<file path="config.mk">
export PLATFORM = sky130hd
export DESIGN_NAME = secure_op_arbiter
export DESIGN_NICKNAME = d
export VERILOG_FILES = /design/src/rtl/secure_op_arbiter.sv
export SDC_FILE = /design/constraint.sdc
export NUM_CORES = 1
export LEC_CHECK = 0
export BUFFER_PORTS_ARGS = -buffer_cell sky130_fd_sc_hd__buf_2
export CORE_MARGIN = 3
export CORE_UTILIZATION = 57
export DETAILED_ROUTE_END_ITERATION = 6
export PLACE_DENSITY = 0.86
export SYNTH_ARGS = -nofsm -noshare
export SYNTH_HDL_FRONTEND = slang
export SYNTH_SLANG_ARGS = --single-unit
</file>
<file path="constraint.sdc">
create_clock -name clk -period 2.9 [get_ports clk]
set_input_delay 0.58 -clock clk [delete_from_list [all_inputs] [get_ports clk]]
set_output_delay 0.58 -clock clk [all_outputs]
set_load 0.02 [all_outputs]
</file>
<file path="src/rtl/secure_op_arbiter.sv">
// Round-robin arbiter granting a shared sequencing engine to secure requesters.
// Non-secure requests are rejected with an err pulse without starting the engine.
module secure_op_arbiter #(
    parameter int unsigned N_REQ   = 4,
    parameter int unsigned TIMEOUT = 16
) (
    input  logic             clk,
    input  logic             rst_n,
    input  logic [N_REQ-1:0] req,
    input  logic [N_REQ-1:0] req_secure,
    output logic [N_REQ-1:0] gnt,
    output logic [N_REQ-1:0] ack,
    output logic [N_REQ-1:0] err,
    output logic             eng_start,
    output logic             eng_secure,
    input  logic             eng_done,
    output logic             busy,
    output logic             spurious
);

    localparam int unsigned IDX_W = (N_REQ > 1) ? $clog2(N_REQ) : 1;
    localparam int unsigned CNT_W = 8;

    typedef enum logic [1:0] {
        IDLE  = 2'd0,
        ISSUE = 2'd1,
        WAIT  = 2'd2,
        RESP  = 2'd3
    } state_e;

    state_e             state_q, state_d;
    logic [IDX_W-1:0]   winner_q, winner_d;
    logic [IDX_W-1:0]   rr_ptr_q, rr_ptr_d;
    logic [CNT_W-1:0]   cnt_q, cnt_d;
    logic               secure_q, secure_d;
    logic               ok_q, ok_d;
    logic               spurious_q, spurious_d;

    logic [N_REQ-1:0]   gnt_q, gnt_d;
    logic [N_REQ-1:0]   ack_q, ack_d;
    logic [N_REQ-1:0]   err_q, err_d;
    logic               eng_start_q, eng_start_d;
    logic               eng_secure_q, eng_secure_d;
    logic               busy_q, busy_d;

    logic               found;
    int unsigned        idx;
    logic [IDX_W-1:0]   idx_w;

    // State and datapath registers
    always_ff @(posedge clk or negedge rst_n) begin
        if (!rst_n) begin
            state_q    <= IDLE;
            winner_q   <= '0;
            rr_ptr_q   <= '0;
            cnt_q      <= '0;
            secure_q   <= 1'b0;
            ok_q       <= 1'b0;
            spurious_q <= 1'b0;
        end else begin
            state_q    <= state_d;
            winner_q   <= winner_d;
            rr_ptr_q   <= rr_ptr_d;
            cnt_q      <= cnt_d;
            secure_q   <= secure_d;
            ok_q       <= ok_d;
            spurious_q <= spurious_d;
        end
    end

    // Next-state: round-robin pick in IDLE, engine handshake and timeout in WAIT
    always_comb begin
        state_d    = state_q;
        winner_d   = winner_q;
        rr_ptr_d   = rr_ptr_q;
        cnt_d      = cnt_q;
        secure_d   = secure_q;
        ok_d       = ok_q;
        spurious_d = spurious_q | (eng_done && (state_q != WAIT));
        found      = 1'b0;
        idx        = 0;
        idx_w      = '0;
        case (state_q)
            IDLE: begin
                for (int unsigned i = 0; i < N_REQ; i++) begin
                    idx   = (32'(rr_ptr_q) + i) % N_REQ;
                    idx_w = IDX_W'(idx);
                    if (!found && req[idx_w]) begin
                        found    = 1'b1;
                        winner_d = idx_w;
                        secure_d = req_secure[idx_w];
                    end
                end
                if (found) begin
                    ok_d    = 1'b0;
                    state_d = secure_d ? ISSUE : RESP;
                end
            end
            ISSUE: begin
                cnt_d   = '0;
                state_d = WAIT;
            end
            WAIT: begin
                if (eng_done) begin
                    ok_d    = 1'b1;
                    state_d = RESP;
                end else if (cnt_q == CNT_W'(TIMEOUT - 1)) begin
                    ok_d    = 1'b0;
                    state_d = RESP;
                end else begin
                    cnt_d = cnt_q + CNT_W'(1);
                end
            end
            RESP: begin
                rr_ptr_d = (winner_q == IDX_W'(N_REQ - 1)) ? '0 : winner_q + IDX_W'(1);
                state_d  = IDLE;
            end
            default: state_d = IDLE;
        endcase
    end

    // Output decode from the upcoming state so every output comes straight from a flop
    always_comb begin
        gnt_d        = '0;
        ack_d        = '0;
        err_d        = '0;
        eng_start_d  = 1'b0;
        eng_secure_d = 1'b0;
        busy_d       = 1'b0;
        if (state_d != IDLE) begin
            gnt_d[winner_d] = 1'b1;
            busy_d          = 1'b1;
        end
        if (state_d == ISSUE) begin
            eng_start_d  = 1'b1;
            eng_secure_d = secure_d;
        end
        if (state_d == RESP) begin
            if (ok_d) ack_d[winner_d] = 1'b1;
            else      err_d[winner_d] = 1'b1;
        end
    end

    // Output registers
    always_ff @(posedge clk or negedge rst_n) begin
        if (!rst_n) begin
            gnt_q        <= '0;
            ack_q        <= '0;
            err_q        <= '0;
            eng_start_q  <= 1'b0;
            eng_secure_q <= 1'b0;
            busy_q       <= 1'b0;
        end else begin
            gnt_q        <= gnt_d;
            ack_q        <= ack_d;
            err_q        <= err_d;
            eng_start_q  <= eng_start_d;
            eng_secure_q <= eng_secure_d;
            busy_q       <= busy_d;
        end
    end

    assign gnt        = gnt_q;
    assign ack        = ack_q;
    assign err        = err_q;
    assign eng_start  = eng_start_q;
    assign eng_secure = eng_secure_q;
    assign busy       = busy_q;
    assign spurious   = spurious_q;

endmodule

</file>
* After elaboration in Yosys (flattened, before gate mapping) *
Index checks and enable logic that the tools add are counted.

word-level totals
  memories kept = 0
  output and inout bits = 16
  register bits after elaboration = 32
  latch bits = 0
  input port bits = 11
  memory bits (writable) = 0
  memory bits (read-only) = 0

operators by class
  $add $sub $neg = 5
  $lt $le $gt $ge = 6
  equal/unequal tests = 10
  divide/modulo/power cells = 0
  multiplexer cells = 58
  multiply operators = 0
  shift-type cells = 0
  reductions and logical operators = 12
  bitwise logic cells = 1

operators with widths
  operator               number
  $mux W1                29
  $mux W2                10
  $mux W4                5
  $bmux W1 S2            8
  $mux W8                2
  $pmux W8 S2            1
  $lt A2 B3 Y1 const B   5
  $add A8 B1 Y8 const B  1
  $eq A2 B2 Y1 const B   4
  $eq A8 B4 Y1 const B   1
  $pmux W2 S4            1
  $ne A2 B2 Y1 const B   3
  $logic_and A1 B1 Y1    5
  $add A2 B1 Y2 const B  2
  $add A2 B2 Y2 const B  2
  $eq A2 B1 Y1 const B   2
  $reduce_bool A2 Y1     2
  $logic_not A1 Y1       3
  $reduce_and A3 Y1      1
  $demux W1 S2           1
  $ge A2 B1 Y1 const B   1
  $logic_not A2 Y1       1
  $pmux W1 S2            1
  $or A1 B1 Y1           1

* Longest topological paths before layout *
Gate-level depths: netlist of run 1.

  depth after elaboration = 22
  mapped depth = 9

* Worst setup path before layout of run 1 *
Ideal clock, no wire load.

  path kind = in2reg
  from = in req[1]
  to = reg ack_q[0] (netlist: ack[0])
  stages on the path = 8
  required time = 2789 ps
  slack = 528 ps
  buffers on the path = 1
  data arrival time = 2261 ps
  cell sequence = buf_4 nor4b_1 a31oi_1 and3_1 a32o_1 a221oi_4 inv_4 a2111oi_2

on the way
  cells in the longest elaborated chain, start to end = 22

RTL lines
  item                                                                       RTL line  text
  start: declaration                                                         9         input logic [N_REQ-1:0] req,
  $bmux W1 S2                                                                88        if (!found && req[idx_w]) begin
  $mux W1 (not written as such)                                              88
  $mux W1                                                                    88
  $mux W1                                                                    83        case (state_q)
  $logic_not A1 Y1                                                           88
  $logic_and A1 B1 Y1                                                        88
  $mux W1                                                                    88
  $mux W1                                                                    83
  (+8 left out)                                                              -
  net winner_d[0]                                                            32        logic [IDX_W-1:0] winner_q, winner_d;
  $lt A2 B3 Y1 (not written as such) / $ge A2 B1 Y1 (equally long branches)  139       if (ok_d) ack_d[winner_d] = 1'b1;
  $logic_and A1 B1 Y1 (not written as such)                                  139
  $mux W1 (not written as such)                                              139
  $demux W1 S2 *                                                             139
  $mux W4 *                                                                  139
  $mux W4 *                                                                  138       if (state_d == RESP) begin
  net ack_d[0]                                                               40        logic [N_REQ-1:0] ack_q, ack_d;
  end signal: assignment                                                     155       ack_q <= ack_d;
  end: declaration                                                           40

The timed path passes the listed nets; every way through them passes the cells marked *. The select of a mux whose other input is x is not followed.
A chain may end at the register's enable or synchronous reset.

* Final worst setup path of run 1 *
  from = reg rr_ptr_q[0]
  to = reg ack_q[3] (netlist: ack[3])

on the way
  cells in the longest elaborated chain, start to end = 22

RTL lines
  item                                                                       RTL line  text
  start: declaration                                                         33        logic [IDX_W-1:0] rr_ptr_q, rr_ptr_d;
  start signal: assignment                                                   63        rr_ptr_q <= rr_ptr_d;
  $bmux W1 S2                                                                88
  $mux W1 (not written as such)                                              88
  $mux W1                                                                    88
  $mux W1                                                                    83
  $logic_not A1 Y1                                                           88
  $logic_and A1 B1 Y1                                                        88
  $mux W1                                                                    88
  $mux W1                                                                    83
  (+7 left out)                                                              -
  $mux W2                                                                    83
  $lt A2 B3 Y1 (not written as such) / $ge A2 B1 Y1 (equally long branches)  139
  $logic_and A1 B1 Y1 (not written as such)                                  139
  $mux W1 (not written as such)                                              139
  $demux W1 S2                                                               139
  $mux W4                                                                    139
  $mux W4 *                                                                  138
  net ack_d[3]                                                               40

Marks and branches as above.

==> summary.md, run 1 <==
| Metric | Value |
|---|---|
| GRT Total Usage | `roughly a fifth` |
| Post-CTS Setup Inserts | `0` |
| Compound-Gate Fraction of Synth Area | `between 20% and 30%` |
| Initial antenna violation count | `0` |
| Num ports | `27` |
| CTS tree | `done` |
| Grt met3 use | `5.55%` |
| Final core occ | `between 70% and 80%` |
| Achievable Freq | `372 MHz` |
| Vias in the first global route | `about 1.5k` |
| Antenna Diode Count | `0` |
| Root Driver | `clkbuf_4` |
| Count of flip-flops with a built-in enable after synthesis | `0` |
| Top cells by area, synth | `dfrtp_1, a2111oi_2, ha_1` |
| Setup TNS | `0 ns` |
| Largest net degree at the start of global routing | `33` |
| Mux contribution to synthesized area | `between 7 and 8%` |
| Post-CTS Hold Buffers | `0` |
| Reg2reg start | `rr_ptr_q[0]` |
| Slew Viols, Final | `0` |
| Sw Share | `between 40% and 50%` |
| Post-Synthesis Cells | `between 150 and 200` |
| Reg2reg end | `ack[3]` |
| Switching power | `between 1 and 1.5 mW` |
| Worst Tran Pin Value | `approximately 0.67 ns` |
| Pleak | `between 1 and 1.5 nW` |
| Vias post-DR | `between 1.5k and 2k` |
| Synth area leader | `dfrtp_1` |
| Die Height | `about 65 um` |
| Flop2flop setup slack | `0.21 ns` |
| Clk_skew | `approximately 0.014 ns` |
| Commonest non-fill, non-tap cell in the layout | `dfrtp_1` |
| GRT overflow | `0` |
| GPL Wtd Cong | `about 0.9` |
| Min Tclk post-route | `2.69 ns` |
| Final wirelength | `between 3000 and 4000 um` |
| CP max FO | `21` |
| Fin. Hold Viols | `0` |
| Critical path capture point type | `register` |
| Seq pwr share | `30.1%` |
| 1st-pass router iterations | `4` |
| Final period util | `92.8%` |
| Syn. warnings | `0` |
| Placed Area | `between 2000 and 2500 um^2` |
| Status | `finished, final reports clean` |
| Clk slew on worst S/H paths | `roughly 0.1 ns` |
| Share of layout cells above drive strength 1 | `about a quarter` |
| Synthesized area | `between 1500 and 2000 um^2` |
| Layer with the highest usage | `met2` |
| Synthesized net count | `212` |
| RSZ-0062 raised after global routing | `no` |
| Int Pwr | `between 1 and 1.5 mW` |
| Ys async rst share | `100%` |
| Layout area overhead | `12.8%` |
| Nets | `between 200 and 250` |
| Port bufs | `26` |
| Synth top area share | `between 40% and 50%` |
| Post-DR vias/cell | `between 5 and 6` |
| Clk_lat worst skew | `between 0.3 and 0.4 ns` |
| Die area | `approximately 4200 um^2` |
| Data arrival, critical path | `~2.9 ns` |
| H-Tree Depth | `2` |
| DRT antenna net count | `0` |
| Initial core utilization | `between 60% and 70%` |
| Num CTS Buffers | `5` |
| Core outline area | `between 3000 and 4000 um^2` |
| R2r worst-path depth | `7` |
| Fin Hold WS | `between 0.2 and 0.3 ns` |
| Post-synthesis simple-gate area fraction | `17.9%` |
| Rows | `20` |
| DR iter-0 viols | `between 100 and 150` |
| CP Launch Type | `register` |
| First-pass GRT wire length | `6560 um` |
| Total of max-cap violations | `0` |
| Met2 usage | `between 30 and 40%` |
| PostCTS Resize Cnt | `0` |
| Synth unique cells | `61` |
| CP Class | `register to register` |
| Worst VDD drop | `713 uV` |
| Final Cell Area | `roughly 2200 um^2` |
| Pwr dens | `roughly 1100 nW/um^2` |
| Pre-CTS setup slack | `between 0.2 and 0.25 ns` |
| Combinational cell fraction of total power | `around 57%` |
| Largest family of logic cells by synthesized area | `compound AO/OA/AOI/OAI gates` |
| Worst Hold Class | `input pin to async pin` |
| Avg Cell Area, Syn | `around 10 um^2` |
| Post-Synth XOR/XNOR Area | `around 2.7%` |
| Commonest cells after routing, fill and taps aside | `dfrtp_1, buf_2, nor2_1, nand2_1` |
| Detail Placement HPWL | `between 2000 and 3000 um` |
| Seq cells post-synth | `32` |
| GR Util met1 | `about a quarter` |
| Post-route setup slack | `0.209 ns` |
| Clock Sink Count | `32` |
| Clk buf depth | `2` |
| WL/cell | `~14 um` |
| Area share of fa/ha/maj cells after synthesis | `around 4.4%` |
| Relative slew slack | `roughly 55%` |
| Die width | `between 60 and 70 um` |
| Clock power share | `around an eighth` |
| Seq/Total Area, Yosys | `between 40% and 50%` |
| DRC | `0` |
| Critical path data required time | `3.09 ns` |
| Final setup violating endpoints | `0` |
| Top_reg_cell synth | `dfrtp_1` |
[synthesized netlist by cell type, types with 2 or more instances]
library cell  instances
a2111oi_1             2
a2111oi_2             6
a211oi_1              2
a21oi_1               8
a31oi_1               5
a32oi_1               2
and3_1                2
and3b_1               2
buf_2                 3
buf_6                 2
clkbuf_1              2
dfrtp_1              32
ha_1                  7
inv_1                 8
mux2_2                2
mux2i_1               7
nand2_1              13
nand2b_1              5
nand3_1               4
nand4b_1              2
nor2_1               17
nor2b_1               6
nor3_1                5
o21ai_0               8
o22a_1                2
xor2_1                5
[registers in the layout, summed over array words and instances (netlist names)]
name / cells
eng_start: 1
state_q: 2
ok_q: 1
winner_q: 2
busy: 1
spurious: 1
rr_ptr_q: 2
err: 4
cnt_q: 8
eng_secure: 1
gnt: 4
secure_q: 1
ack: 4
[logic make-up (layout without fill, tap and decap cells)]
| kind of cell | Yosys count | count (layout) |
|---|---|---|
| muxes | 11 | 11 |
| and+or+nand+nor | 66 | 66 |
| DFF | 32 | 32 |
| AOI/OAI and AO/OA | 54 | 54 |
| adders and majority gates | 7 | 7 |
| buffers and inverters | 18 | 50 |
| xor gates and xnor gates | 6 | 6 |
[layout make-up]
class,instances,area [um^2]
multi-input combinational,144,1090
tap,44,55.1
sequential,32,801
inverter,10,40.0
clock buffer,6,41.3
clock inverter,2,35.0
timing repair buffer,32,175
fill,244,942
[worst max-delay path: stages, from the launching register on]
cell       delay [ns]
dfrtp_1          0.76
buf_4            0.26
mux2_2           0.35
nor2_1           0.10
a211oi_1         0.05
nand4b_1         0.26
a21o_4           0.32
a2111oi_1        0.46
[how the worst max path moves through the flow]
stage	end	slack [ns]	cells after the start	start
2_1_floorplan	ack[0]	0.53	8	req[1]
3_3_place_gp	ack[2]	0.21	8	req[0]
3_5_place_dp	ack[2]	0.21	8	req[0]
4_1_cts	ack[3]	0.22	7	rr_ptr_q[0]
5_1_grt	ack[0]	0.03	7	rr_ptr_q[0]
6_report	ack[3]	0.21	7	rr_ptr_q[0]
[metal layers]
| layer | up-vias | share of wire (%) |
|---|---|---|
| met1 | 764 | 45 |
| met2 | 48 | 47 |
| li1 | 788 | - |
| met5 | - | 0 |
| met4 | 0 | 1.7 |
| met3 | 11 | 5.4 |
[stage by stage]
stage | total power, mW | instances
after floorplan | 1.79 | 194
after global placement | 2.08 | 262
after detailed placement | 2.11 | 262
after CTS | 2.44 | 270
after global routing | 2.63 | 270
final | 2.42 | 270
[power groups by stage]
stage,registers [mW],logic (mW),clock network (mW)
CTS,0.728,1.38,0.331
finish,0.728,1.37,0.320
detailed placement,0.736,1.37,0
floorplan,0.759,1.03,0
global placement,0.733,1.34,0
global route,0.751,1.52,0.355
Note: power is estimated with default switching activity, not from simulation.
==> run 2, diff against run 1 <==
Settings changed: MAX_ROUTING_LAYER from default to met4.
==> summary.md, run 2 (synthesis gave the netlist of run 1 again) <==
| Metric | Value |
|---|---|
| Status | `finished, final reports clean` |
| Clk slew on worst S/H paths | `0.11 ns (about the same)` |
| Critical path capture point type | `register` |
| H-Tree Depth | `2 (unchanged)` |
| Port bufs | `26 (unchanged)` |
| Nets | `243 (unchanged)` |
| Worst Hold Class | `input pin to async pin` |
| Root Driver | `clkbuf_4` |
| Biggest register | `cnt_q` |
| GRT Total Usage | `22.4% (+2.5 points)` |
| DR iter-0 viols | `145 (+2.1%)` |
| Clk_skew | `0.0123 ns (-0.00130 ns)` |
| Num CTS Buffers | `5 (unchanged)` |
| Final wirelength | `4130 um (+11%)` |
| First-pass GRT wire length | `7090 um (+8.1%)` |
| Pre-CTS setup slack | `0.297 ns (+0.0842 ns)` |
| Post-DR vias/cell | `5.84 (-2.2%)` |
| Post-CTS Hold Buffers | `0 (unchanged)` |
| CP Class | `register to register` |
| Slew Viols, Final | `0 (unchanged)` |
| Die width | `65.0 um (unchanged)` |
| Rows | `20 (unchanged)` |
| RSZ-0062 raised after global routing | `no` |
| Commonest cells after routing, fill and taps aside | `dfrtp_1, buf_2, nor2_1, nand2_1` |
| Critical path data required time | `3.13 ns (+0.04 ns)` |
| Antenna Diode Count | `0 (unchanged)` |
| GRT overflow | `0 (unchanged)` |
| CP max stage delay | `0.56 ns (-0.20 ns)` |
| Layout area overhead | `13.0%` |
| Worst Tran Pin Value | `0.694 ns (+0.0219 ns)` |
| Pleak | `1.03 nW (about the same)` |
| Clk buf depth | `2 (unchanged)` |
| Total design power | `2.48 mW (+2.7%)` |
| GPL Wtd Cong | `0.928 (+3.4%)` |
| Initial core utilization | `62.4% (unchanged)` |
| Relative slew slack | `53.8% (-1.5 points)` |
| Total of max-cap violations | `0 (unchanged)` |
| DP Cell Count | `262 (unchanged)` |
| WL/cell | `15.3 um (+11%)` |
| CTS tree | `done` |
| Achievable Freq | `387 MHz (+4.2%)` |
| Commonest non-fill, non-tap cell in the layout | `dfrtp_1` |
| Fin. Hold Viols | `0 (unchanged)` |
| CP Launch Type | `register` |
| Vias post-DR | `1,576 (-2.2%)` |
| Post-CTS Setup Inserts | `0 (unchanged)` |
| Pwr dens | `1110 nW/um^2 (+2.6%)` |
| CP max FO | `15 (-29%)` |
| Post-route setup slack | `0.317 ns (+0.108 ns)` |
| DRT antenna net count | `0 (unchanged)` |
| Min Tclk post-route | `2.58 ns (-0.108 ns)` |
| Final period util | `89.1% (-3.7 points)` |
| 1st-pass router iterations | `4 (unchanged)` |
| Data arrival, critical path | `2.82 ns (-0.07 ns)` |
| Dominant delay contributor by cell family on the critical path | `compound AO/OA/AOI/OAI gates` |
| Max reg flops | `8 (unchanged)` |
| Vias in the first global route | `1,496 (+1.9%)` |
| Setup TNS | `0 ns (unchanged)` |
| Clk_lat worst skew | `0.34 ns (about the same)` |
| Worst VDD drop | `839 uV (+18%)` |
| Clock Sink Count | `32 (unchanged)` |
| Worst path slowest cell | `dfrtp_1` |
| Initial antenna violation count | `0 (unchanged)` |
| Share of layout cells above drive strength 1 | `25.2% (+0.44 points)` |
| Detail Placement HPWL | `2900 um (+1.8%)` |
| Cell Chain, Critical Path | `buf_4, nor4b_1, a31oi_1, and3_1, a32o_1, a221oi_4, inv_4, a2111oi_2` |
| Largest net degree at the start of global routing | `33 (unchanged)` |
| Die area | `4220 um^2 (unchanged)` |
| Num ports | `27 (unchanged)` |
| Core outline area | `3180 um^2 (unchanged)` |
| DRC | `0 (unchanged)` |
| Die Height | `65.0 um (unchanged)` |
| Crit path buffers/inverters | `2 (+1)` |
| PostCTS Resize Cnt | `0 (unchanged)` |
| Final setup violating endpoints | `0 (unchanged)` |
| Non-filler cells, final | `270 (unchanged)` |
==> run 2: cell count changes in the layout (fill, tap and decap cells not counted) <==
cell / previous run / this run
clkbuf_1: 1 / 0
clkinvlp_4: 0 / 1
==> run 2: final timing paths <==
kind / from / endpoint / slack, ns / cells after the start
max reg2reg: rr_ptr_q[0] / err[0] / 0.32 / 8
min in group clk: spurious / spurious / 0.46 / 1
max: rr_ptr_q[0] / err[0] / 0.32 / 8
min: rst_n / ack[2] / 0.27 / 1
max in group asynchronous: rst_n / cnt_q[5] / 2.18 / 1
min reg2reg: spurious / spurious / 0.46 / 1
==> run 2: area by class of cell <==
cell class / instances / area (um^2)
clock inverter: 3 / 42.5
inverter: 10 / 40.0
sequential: 32 / 801
clock buffer: 5 / 37.5
multi-input combinational: 144 / 1090
tap: 44 / 55.1
fill: 231 / 938
timing repair buffer: 32 / 175
==> run 2: report_power, final <==
part / internal [mW] / switching, mW / leakage [nW]
clock: 0.180 / 0.160 / 0.0412
sequential: 0.589 / 0.137 / 0.416
combinational: 0.552 / 0.865 / 0.571
total: 1.32 / 1.16 / 1.03
==> run 2: metal layers <==
layer,up-vias,wire length (um),GRT usage (%)
met1,756,2000,29.5
met3,6,162,5.89
met2,31,1930,33.7
met4,0,39,7.65
met5,-,0,-
li1,783,-,-
==> run 2: per-stage QoR <==
step	hold WS (ns)	util (%)	area [um^2]
2_1_floorplan	0.284	-	1980
3_3_place_gp	0.437	68.0	2160
3_5_place_dp	0.439	68.0	2160
4_1_cts	0.269	70.5	2240
5_1_grt	0.277	70.5	2240
6_report	0.267	70.5	2240
